File: src/rtl/kf_stream_loader_if.sv
// Stream interface between kf_stream_loader and its neighbours: the
// measurement push port (valid/data/ready) and the kf_top feed
// (kf_meas_req in, kf_start/kf_data out).
// slave  : the loader side.
// master : the environment side (measurement source and kf_top).
interface kf_stream_loader_if #(
  parameter int unsigned W = 24
);
  logic         meas_valid;
  logic [W-1:0] meas_data;
  logic         meas_ready;
  logic         kf_meas_req;
  logic         kf_start;
  logic [W-1:0] kf_data;

  modport master (
    output meas_valid, meas_data, kf_meas_req,
    input  meas_ready, kf_start, kf_data
  );

  modport slave (
    input  meas_valid, meas_data, kf_meas_req,
    output meas_ready, kf_start, kf_data
  );
endinterface

File: src/rtl/kf_stream_loader.sv
// kf_stream_loader: autonomous feeder for kf_top.
// Holds the NCFG-word init image in a config bank and buffers measurements
// in a DEPTH-entry FIFO. On run it emits the contiguous load burst
// (kf_start on word 0), then one measurement per kf_meas_req.
// Optional build macro: KF_LOADER_TWOS_EN -- meas_data is two's complement
// and is converted to sign-magnitude at the FIFO input (saturating the most
// negative value). Without it meas_data is stored unchanged.
module kf_stream_loader #(
  parameter int unsigned W     = 24,
  parameter int unsigned NCFG  = 20,
  parameter int unsigned DEPTH = 8,
  parameter int unsigned ITW   = 16
) (
  input  logic                 clk,
  input  logic                 rst,
  input  logic                 cfg_we,
  input  logic [4:0]           cfg_addr,
  input  logic [W-1:0]         cfg_wdata,
  input  logic                 run,
  input  logic [ITW-1:0]       num_iters,
  kf_stream_loader_if.slave    bus,
  output logic                 busy,
  output logic                 done,
  output logic                 underflow,
  output logic [ITW-1:0]       iter_count
);

  localparam int unsigned AW = $clog2(DEPTH);

  typedef enum logic [2:0] {
    S_IDLE,
    S_ARM,
    S_LOAD,
    S_MEAS0,
    S_RUN
  } state_t;

  state_t         r_state, w_state_nxt;
  logic [W-1:0]   r_bank [NCFG];
  logic [W-1:0]   r_mem  [DEPTH];
  logic [AW:0]    r_wptr, r_rptr;
  logic [4:0]     r_k, w_k_nxt, w_k_inc;
  logic           r_kf_start, w_kf_start_nxt;
  logic [W-1:0]   r_kf_data, w_kf_data_nxt;
  logic           r_done, w_done_nxt;
  logic           r_underflow, w_underflow_nxt;
  logic [ITW-1:0] r_iter_count, w_iter_nxt, w_iter_inc;
  logic [ITW-1:0] r_num_iters, w_num_nxt;

  logic           w_empty, w_full, w_push, w_pop;
  logic [W-1:0]   w_push_word, w_head;

  assign w_empty  = (r_wptr == r_rptr);
  assign w_full   = (r_wptr[AW-1:0] == r_rptr[AW-1:0]) && (r_wptr[AW] != r_rptr[AW]);
  assign w_push   = bus.meas_valid & bus.meas_ready;
  assign w_head   = r_mem[r_rptr[AW-1:0]];
  assign w_k_inc  = r_k + 5'd1;
  assign w_iter_inc = r_iter_count + ITW'(1);

  assign bus.meas_ready = ~w_full & ~rst;
  assign bus.kf_start   = r_kf_start;
  assign bus.kf_data    = r_kf_data;
  assign busy           = (r_state != S_IDLE);
  assign done           = r_done;
  assign underflow      = r_underflow;
  assign iter_count     = r_iter_count;

`ifdef KF_LOADER_TWOS_EN
  logic [W-2:0] w_mag;
  assign w_mag = -bus.meas_data[W-2:0];

  // Two's complement to sign-magnitude; -2^(W-1) saturates to full-scale negative
  always_comb begin
    w_push_word = bus.meas_data;
    if (bus.meas_data[W-1]) begin
      if (bus.meas_data[W-2:0] == '0) w_push_word = '1;
      else                            w_push_word = {1'b1, w_mag};
    end
  end
`else
  assign w_push_word = bus.meas_data;
`endif

  // Config bank: zeroed on reset, writable in any state
  always_ff @(posedge clk) begin
    if (rst) begin
      for (int unsigned i = 0; i < NCFG; i++) r_bank[i] <= '0;
    end else if (cfg_we && (32'(cfg_addr) < NCFG)) begin
      r_bank[cfg_addr] <= cfg_wdata;
    end
  end

  // FIFO storage (contents need no reset; pointers define occupancy)
  always_ff @(posedge clk) begin
    if (w_push) r_mem[r_wptr[AW-1:0]] <= w_push_word;
  end

  // FIFO pointers
  always_ff @(posedge clk) begin
    if (rst) begin
      r_wptr <= '0;
      r_rptr <= '0;
    end else begin
      if (w_push) r_wptr <= r_wptr + 1'b1;
      if (w_pop)  r_rptr <= r_rptr + 1'b1;
    end
  end

  // Session state and registered outputs
  always_ff @(posedge clk) begin
    if (rst) begin
      r_state      <= S_IDLE;
      r_k          <= '0;
      r_kf_start   <= 1'b0;
      r_kf_data    <= '0;
      r_done       <= 1'b0;
      r_underflow  <= 1'b0;
      r_iter_count <= '0;
      r_num_iters  <= '0;
    end else begin
      r_state      <= w_state_nxt;
      r_k          <= w_k_nxt;
      r_kf_start   <= w_kf_start_nxt;
      r_kf_data    <= w_kf_data_nxt;
      r_done       <= w_done_nxt;
      r_underflow  <= w_underflow_nxt;
      r_iter_count <= w_iter_nxt;
      r_num_iters  <= w_num_nxt;
    end
  end

  // Next-state logic; kf_data is computed one cycle ahead so the output is a flop
  always_comb begin
    w_state_nxt     = r_state;
    w_k_nxt         = r_k;
    w_kf_start_nxt  = 1'b0;
    w_kf_data_nxt   = r_kf_data;
    w_done_nxt      = 1'b0;
    w_underflow_nxt = r_underflow;
    w_iter_nxt      = r_iter_count;
    w_num_nxt       = r_num_iters;
    w_pop           = 1'b0;
    case (r_state)
      S_IDLE: begin
        w_kf_data_nxt = '0;
        if (run && (num_iters != '0)) begin
          w_state_nxt     = S_ARM;
          w_num_nxt       = num_iters;
          w_underflow_nxt = 1'b0;
          w_iter_nxt      = '0;
        end
      end
      S_ARM: begin
        w_kf_data_nxt = '0;
        if (!w_empty) begin
          w_state_nxt    = S_LOAD;
          w_k_nxt        = '0;
          w_kf_start_nxt = 1'b1;
          w_kf_data_nxt  = r_bank[0];
        end
      end
      S_LOAD: begin
        // Leaving LOAD pops the first measurement so it shows during MEAS0
        if (r_k == 5'(NCFG - 1)) begin
          w_state_nxt   = S_MEAS0;
          w_pop         = 1'b1;
          w_kf_data_nxt = w_head;
        end else begin
          w_k_nxt       = w_k_inc;
          w_kf_data_nxt = r_bank[w_k_inc];
        end
      end
      S_MEAS0: begin
        w_state_nxt = S_RUN;
      end
      S_RUN: begin
        if (bus.kf_meas_req) begin
          w_iter_nxt = w_iter_inc;
          if (w_iter_inc < r_num_iters) begin
            if (!w_empty) begin
              w_pop         = 1'b1;
              w_kf_data_nxt = w_head;
            end else begin
              w_underflow_nxt = 1'b1;
            end
          end else begin
            w_kf_data_nxt = '0;
            w_done_nxt    = 1'b1;
            w_state_nxt   = S_IDLE;
          end
        end
      end
      default: begin
        w_state_nxt   = S_IDLE;
        w_kf_data_nxt = '0;
      end
    endcase
  end

endmodule
File: src/flat_wrapper.sv
// flat-port wrapper written by rule: the top's interface ports become plain ports
module kf_stream_loader_flat 
#(
  parameter int unsigned W     = 24,
  parameter int unsigned NCFG  = 20,
  parameter int unsigned DEPTH = 8,
  parameter int unsigned ITW   = 16
)
  (clk, rst, cfg_we, cfg_addr, cfg_wdata, run, num_iters, busy, done, underflow, iter_count, bus_meas_valid, bus_meas_data, bus_kf_meas_req, bus_meas_ready, bus_kf_start, bus_kf_data);
  kf_stream_loader_if #(.W(W)) bus_i ();
  input  logic clk;
  input  logic rst;
  input  logic cfg_we;
  input  logic [4:0] cfg_addr;
  input  logic [W-1:0] cfg_wdata;
  input  logic run;
  input  logic [ITW-1:0] num_iters;
  output logic busy;
  output logic done;
  output logic underflow;
  output logic [ITW-1:0] iter_count;
  input wire logic [$bits(bus_i.meas_valid)-1:0] bus_meas_valid;
  input wire logic [$bits(bus_i.meas_data)-1:0] bus_meas_data;
  input wire logic [$bits(bus_i.kf_meas_req)-1:0] bus_kf_meas_req;
  output wire logic [$bits(bus_i.meas_ready)-1:0] bus_meas_ready;
  output wire logic [$bits(bus_i.kf_start)-1:0] bus_kf_start;
  output wire logic [$bits(bus_i.kf_data)-1:0] bus_kf_data;
  assign bus_i.meas_valid = bus_meas_valid;
  assign bus_i.meas_data = bus_meas_data;
  assign bus_i.kf_meas_req = bus_kf_meas_req;
  assign bus_meas_ready = bus_i.meas_ready;
  assign bus_kf_start = bus_i.kf_start;
  assign bus_kf_data = bus_i.kf_data;
  kf_stream_loader #(.W(W), .NCFG(NCFG), .DEPTH(DEPTH), .ITW(ITW)) u_core (.clk(clk), .rst(rst), .cfg_we(cfg_we), .cfg_addr(cfg_addr), .cfg_wdata(cfg_wdata), .run(run), .num_iters(num_iters), .bus(bus_i), .busy(busy), .done(done), .underflow(underflow), .iter_count(iter_count));
endmodule
File: config.mk
export PLATFORM = sky130hd
export DESIGN_NAME = kf_stream_loader_flat
export DESIGN_NICKNAME = d
export VERILOG_FILES = /design/src/rtl/kf_stream_loader_if.sv /design/src/rtl/kf_stream_loader.sv /design/src/flat_wrapper.sv
export SDC_FILE = /design/constraint.sdc
export NUM_CORES = 1
export LEC_CHECK = 0
export ABC_AREA = 1
export ABC_CLOCK_PERIOD_IN_PS = 3900
export BUFFER_PORTS_ARGS = -buffer_cell sky130_fd_sc_hd__clkbuf_2
export CORE_MARGIN = 3
export CORE_UTILIZATION = 55
export CTS_CLUSTER_DIAMETER = 200
export CTS_CLUSTER_SIZE = 14
export DETAILED_ROUTE_END_ITERATION = 10
export PLACE_DENSITY_LB_ADDON = 0.2
export SYNTH_ARGS = -nofsm -noshare
export SYNTH_HDL_FRONTEND = slang
export SYNTH_SLANG_ARGS = --single-unit
export TNS_END_PERCENT = 20
File: constraint.sdc
create_clock -name clk -period 3.9 [get_ports clk]
set_clock_uncertainty 0.2 [all_clocks]
set_input_delay 0.39 -clock clk [delete_from_list [all_inputs] [get_ports clk]]
set_output_delay 0.39 -clock clk [all_outputs]
set_load 0.05 [all_outputs]
==> impl_metrics.py, run 1 <==
metrics = {
    "grt": {
        "antenna_found_initial": 3,
        "grt_max_degree": 158,
        "grt-ovfl-total": 0,
        "track_usage_pct": 26.33,
        "grt_pass1_wl_um": 175700,
        "grt_pass1_vias": 30660,
    },
    "critical_path": {
        "r2r_slack_ps": 400,
        "cp-startpoint": "u_core.iter_count[1]$_SDFFE_PP0P_",
        "worstSetupPathType": "reg -> reg",
        "reg2reg_to": "u_core.bus.kf_data[8]$_SDFFE_PP0P_",
        "crit_chain": "ha_1 > nand2_1 > nor2_1 > nand3_1 > nor2_2 > inv_1 > nor2_1 > nand3_1 > nor2_1 > xor2_1 > ha_1 > nand2_1 > nor4_2 > nand2_1 > nand4_1 > nand2_2 > nor2_4 > nand2_1 > a21oi_1",
        "start_kind": "flop",
        "r2r_start": "u_core.iter_count[1]$_SDFFE_PP0P_",
        "cp-end-kind": "flop",
        "path_max_fanout": 12,
        "cp-endpoint": "u_core.bus.kf_data[8]$_SDFFE_PP0P_",
        "reg2reg_depth": 19,
        "slowest_delay_ps": 380,
        "crit_slowest_cell": "nor2_4",
        "timing.critical_path.mode_cell": "nand2_1",
        "critPathRequiredTime_ps": 4270,
        "crit_arrival_ps": 3870,
    },
    "clocking": {
        "cts_tree": "done",
        "clk_pin_slew_worst_paths_ps": 70,
        "cts_root_buffer": "clkbuf_16",
        "cts_sinks": 1038,
        "cts_buffer_depth": 3,
        "htreeDepth": 3,
        "numCtsBuffers": 84,
        "clock_latency_ps": 650,
    },
    "worst_hold_path": {
        "hp-class": "in -> reg",
        "hp-start": "run",
    },
    "sta": {
        "fmaxAchievable_ghz": 0.2854,
        "max_slew.worst_pin.slew_ps": 1065,
        "worst_hold_slack_ps": 68.73,
        "finalSetupViolCount": 0,
        "finalHoldViolCount": 0,
        "fin_crit_sh_pct": 89.83,
        "max_slew_margin_pct": 29.00,
        "period_needed_ps": 3503,
        "rsz0062_at_grt": "false",
        "slew_viol_final": 0,
    },
    "drt": {
        "ant_nets": 0,
        "drc": 0,
        "avgRoutedWirePerCell_um": 18.85,
        "drt_iter0_drc": 3531,
        "num_vias": 32890,
        "routed_wirelength_um": 113700,
        "drtPass1Iterations": 6,
        "via_per_inst": 5.452,
    },
    "floorplan": {
        "io_pins": 120,
        "design.core.area_sq_um": 81070,
        "die_y_um": 293.0,
        "die_area_sq_um": 85830,
        "row_count": 104,
        "die_w_um": 293.0,
        "initial_core_util_pct": 55.87,
    },
    "final_layout": {
        "drive_gt1_share_pct": 6.838,
        "final_cells": 6033,
        "fillers": 6590,
        "fin_area_sq_um": 50960,
        "area_growth_pct": 12.52,
        "nets": 5019,
    },
    "yosys": {
        "async_reset_ff_share_pct": 0,
        "syn_area_sq_um": 45290,
        "synth_edf_count": 960,
        "synth_most_common_cell": "nand2_1",
        "synth_top_flop_cell": "edfxtp_1",
        "syn_inst": 4583,
        "synth_commonest_cells": "nand2_1 (1459), edfxtp_1 (960), nor2_1 (771), nand3_1 (567), clkbuf_1 (184)",
        "yosysUniqueCellTypes": 36,
        "ys_warn_count": 0,
        "synth_seq_cells": 1038,
        "yosys.area.top_type": "edfxtp_1",
        "synth.avg_cell_area_sq_um": 9.882,
        "synth_area_leaders": "edfxtp_1 (64%), nand2_1 (12%), nor2_1 (6.4%)",
        "seq_area_frac_synth_pct": 67.10,
        "synth_top_area_share_pct": 63.65,
    },
    "placement": {
        "place_inst": 5832,
        "place_congestion": 0.8458,
        "hpwlAfterDp_um": 66830,
        "placed_area_sq_um": 47900,
        "io_buffer_count": 119,
    },
    "power": {
        "powerDensity_nw_per_um2": 514.8,
        "leakage_nw": 20.52,
        "ir_drop_v": 0.0003697,
    },
    "job": {
        "cap_violations": 0,
    },
    "outcome": {
        "status": "completed",
    },
}
## power by group
| group | total [mW] | internal (mW) | switching [mW] |
|---|---|---|---|
| logic | 5.38 | 1.55 | 3.83 |
| clock network | 7.84 | 4.03 | 3.81 |
| registers | 13.0 | 12.8 | 0.214 |
## critical path: cells and delay by family (launching register included)
family | cells | cell delay, ps
AO/OA/AOI/OAI | 1 | 120
XOR/XNOR | 1 | 100
adder cells (fa/ha/maj) | 2 | 470
buffers and inverters | 1 | 70
flip-flops | 1 | 370
AND/OR/NAND/NOR | 14 | 2080
## cell usage in the layout, fill, tap and decap left out, types with 3 or more instances in the layout
| master | instances |
|---|---|
| nand2_1 | 1459 |
| edfxtp_1 | 960 |
| nor2_1 | 760 |
| nand3_1 | 567 |
| conb_1 | 288 |
| o21ai_0 | 142 |
| inv_1 | 138 |
| clkbuf_2 | 119 |
| clkbuf_16 | 85 |
| a21oi_1 | 79 |
| buf_4 | 77 |
| dfxtp_1 | 75 |
| dlygate4sd3_1 | 65 |
| clkbuf_1 | 41 |
| ha_1 | 18 |
| buf_12 | 17 |
| nor2_2 | 12 |
| xor2_1 | 10 |
| nor3_1 | 7 |
| inv_6 | 6 |
| xnor2_1 | 5 |
| nor4_1 | 5 |
| nand4_1 | 4 |
| inv_2 | 3 |
| nor4_2 | 3 |
## registers in the layout (all words and copies together) (netlist names), 3 cells and up, named ones only
signal / flops
u_core.r_state: 3
u_core.r_num_iters: 16
u_core.r_bank: 768
u_core.r_wptr: 4
u_core.r_mem: 192
u_core.iter_count: 16
u_core.r_k: 5
u_core.bus.kf_data: 24
u_core.r_rptr: 4
## worst min-delay path by stage
stage | end | slack (ps) | depth (start not counted)
4_1_cts | u_core.iter_count[0]$_SDFFE_PP0P_ | 30 | 4
5_1_grt | u_core.iter_count[0]$_SDFFE_PP0P_ | 100 | 4
3_5_place_dp | u_core.bus.kf_data[8]$_SDFFE_PP0P_ | 250 | 2
3_3_place_gp | u_core.r_num_iters[0]$_SDFFE_PP0P_ | 250 | 2
2_1_floorplan | u_core.r_num_iters[0]$_SDFFE_PP0P_ | 220 | 2
6_report | u_core.iter_count[0]$_SDFFE_PP0P_ | 70 | 4
## timing repair
item	CTS	global route
endpoints found under the hold margin	498	0
resized for setup	1	7
setup buffers	0	1
cloned	0	1
pin swaps	0	2
hold buffers	65	0
endpoints found under the setup margin	24	26
## area by class of cell
cell class / instances / area [sq um] / area share, %
diodes: 1 / 2.502 / 0.004910
inverters: 143 / 551.8 / 1.083
multi-input cells: 3378 / 14150 / 27.76
flip-flops and latches: 1038 / 30400 / 59.64
clock buffers: 126 / 2281 / 4.476
repair buffers: 280 / 2191 / 4.299
well taps: 1060 / 1326 / 2.602
clock inverters: 7 / 68.82 / 0.1350
## cells by family after synthesis
logic type,count (synthesis),synth area share (%)
and+or+nand+nor,2824,25.13
buffers and inverters,455,4.268
adders and majority gates,19,0.5249
xor gates and xnor gates,19,0.4337
other,1,0.008280
AOI/OAI and AO/OA,227,2.536
DFF,1038,67.10
## layer usage
metal / track usage, % / vias to the layer above / share of wire [%]
met3: 4.180 / 191 / 8.8
li1: - / 15620 / -
met5: 0 / - / 0.0097
met4: 8.697 / 2 / 2.9
met2: 42.31 / 1417 / 47
met1: 37.10 / 15670 / 42
## stage by stage
step	util (%)	power (mW)	worst slack [ps]	TNS [ps]
floorplan	-	16.97	257.2	0
global placement	59.09	18.30	-93.52	-1950
detailed placement	59.09	18.40	-134.6	-2574
CTS	62.79	26.21	209.2	0
global route	62.86	27.46	23.01	0
finish	62.86	26.23	396.6	0
Power figures use the tool's default switching activity.
==> run 2, diff against run 1 <==
- RECOVER_POWER: not set -> 25
==> impl_metrics.py, run 2 (synthesis gave the netlist of run 1 again) <==
metrics = {
    "floorplan": {
        "initial_core_util_pct": 55.87,
        "row_count": 104,
        "die_w_um": 293.0,
        "design.core.area_sq_um": 81070,
        "die_area_sq_um": 85830,
        "die_y_um": 293.0,
        "io_pins": 120,
    },
    "placement": {
        "place_congestion": 0.8458,
        "io_buffer_count": 119,
        "place_inst": 5832,
        "hpwlAfterDp_um": 66830,
    },
    "final_layout": {
        "drive_gt1_share_pct": 5.933,
        "largest_register_ffs": 768,
        "nets": 5019,
        "final_cells": 6034,
        "final_common_cell": "nand2_1",
        "multiInputGateArea_sq_um": 14150,
        "layout.cells.most_common_list": "nand2_1 (1459), edfxtp_1 (960), nor2_1 (760), nand3_1 (567), conb_1 (288)",
        "fillers": 6620,
        "top_register": "u_core.r_bank",
        "area_growth_pct": 12.40,
        "register_area_sq_um": 30400,
    },
    "grt": {
        "grt_max_degree": 158,
        "grt_pass1_wl_um": 175700,
        "grt-ovfl-total": 0,
        "antenna_found_initial": 3,
        "track_usage_pct": 26.33,
        "grt_pass1_vias": 30660,
    },
    "clocking": {
        "cts_buffer_depth": 3,
        "cts_root_buffer": "clkbuf_16",
        "clk_pin_slew_worst_paths_ps": 70,
        "cts_tree": "done",
        "clock_latency_ps": 650,
        "htreeDepth": 3,
        "cts_sinks": 1038,
        "numCtsBuffers": 84,
    },
    "sta": {
        "rsz0062_at_grt": "false",
        "period_needed_ps": 3494,
        "finalSetupViolCount": 0,
        "max_slew.worst_pin.slew_ps": 1061,
        "fin_crit_sh_pct": 89.59,
        "finalHoldViolCount": 0,
        "max_slew_margin_pct": 29.28,
        "fmaxAchievable_ghz": 0.2862,
        "finalSetupTns_ps": 0,
        "slew_viol_final": 0,
    },
    "drt": {
        "via_per_inst": 5.447,
        "ant_nets": 0,
        "routed_wirelength_um": 113600,
        "drt_iter0_drc": 3558,
        "drtPass1Iterations": 6,
        "num_vias": 32870,
        "avgRoutedWirePerCell_um": 18.83,
        "drc": 0,
    },
    "critical_path": {
        "start_kind": "flop",
        "critPathRequiredTime_ps": 4270,
        "worstSetupPathType": "reg -> reg",
        "cp-end-kind": "flop",
        "r2r_start": "u_core.iter_count[1]$_SDFFE_PP0P_",
        "crit_arrival_ps": 3860,
        "path_max_fanout": 24,
        "cp-startpoint": "u_core.iter_count[1]$_SDFFE_PP0P_",
    },
    "job": {
        "cap_violations": 0,
    },
    "power": {
        "ir_drop_v": 0.0003721,
        "leakage_nw": 20.39,
        "powerDensity_nw_per_um2": 515.1,
    },
    "worst_hold_path": {
        "hp-start": "run",
        "hp-class": "in -> reg",
    },
    "outcome": {
        "status": "completed",
    },
}
-- run 2: changes by cell type in the layout (fill, tap and decap cells not counted), sizes merged --
| cell | before | now |
|---|---|---|
| diode | 1 | 2 |
-- run 2: through the flow --
| stage | instance area (sq um) | worst slack, ps | hold slack [ps] | power, mW | util, % |
|---|---|---|---|---|---|
| global route | 50900 | 23.01 | 99.15 | 27.46 | 62.79 |
| finish | 50910 | 406.1 | 73.26 | 26.22 | 62.80 |
| global placement | 47900 | -93.52 | 253.5 | 18.30 | 59.09 |
| CTS | 50910 | 209.2 | 32.22 | 26.21 | 62.79 |
| floorplan | 46370 | 257.2 | 223.7 | 16.97 | - |
| detailed placement | 47900 | -134.6 | 254.2 | 18.40 | 59.09 |
-- run 2: critical path, cell delays in order, from the launching register on --
cell,delay [ps]
dfxtp_1,370
ha_1,190
nand2_1,60
nor2_1,150
nand3_1,130
nor2_2,120
inv_1,70
nor2_1,130
nand3_1,100
nor2_1,130
xor2_1,210
ha_1,260
nand2_1,120
o21ai_0,120
a21oi_2,180
nand3_1,160
nand2_1,120
buf_8,200
nand2_1,100
nand3_1,80
nand2_1,60
a21oi_1,130
-- run 2: cell type report --
cell class	count	area share, %
multi-input combinational	3378	27.79
tap	1060	2.605
clock buffer	126	4.480
antenna	2	0.009831
timing repair buffer	280	4.193
inverter	143	1.084
clock inverter	7	0.1352
sequential	1038	59.71
-- run 2: metal layers --
| layer | up-vias | global-route usage [%] | part of all wire, % |
|---|---|---|---|
| met3 | 188 | 4.180 | 9.0 |
| met5 | - | 0 | 0.0097 |
| met1 | 15630 | 37.10 | 41 |
| li1 | 15620 | - | - |
| met2 | 1428 | 42.31 | 47 |
| met4 | 2 | 8.697 | 2.9 |
-- run 2: path summary, 6_finish.rpt --
| path | to | slack, ps | cells past startpoint |
|---|---|---|---|
| worst min-delay path | u_core.iter_count[0]$_SDFFE_PP0P_ | 70 | 4 |
| worst max register to register | u_core.bus.kf_data[3]$_SDFFE_PP0P_ | 410 | 21 |
| worst min register to register | u_core.r_num_iters[11]$_SDFFE_PP0P_ | 260 | 2 |
| worst max-delay path | u_core.bus.kf_data[3]$_SDFFE_PP0P_ | 410 | 21 |
-- run 2: where the power goes --
part | internal, mW | switching, mW
clock | 4.03 | 3.81
sequential | 12.8 | 0.213
combinational | 1.54 | 3.83
total | 18.4 | 7.85
-- run 2: repair_timing --
action,in CTS,in global routing
setup endpoints to repair,24,26
endpoints found under the hold margin,498,0
gates resized for setup,1,7
setup buffers,0,1
hold buffers,65,0
pin swaps,0,2
gates cloned,0,1
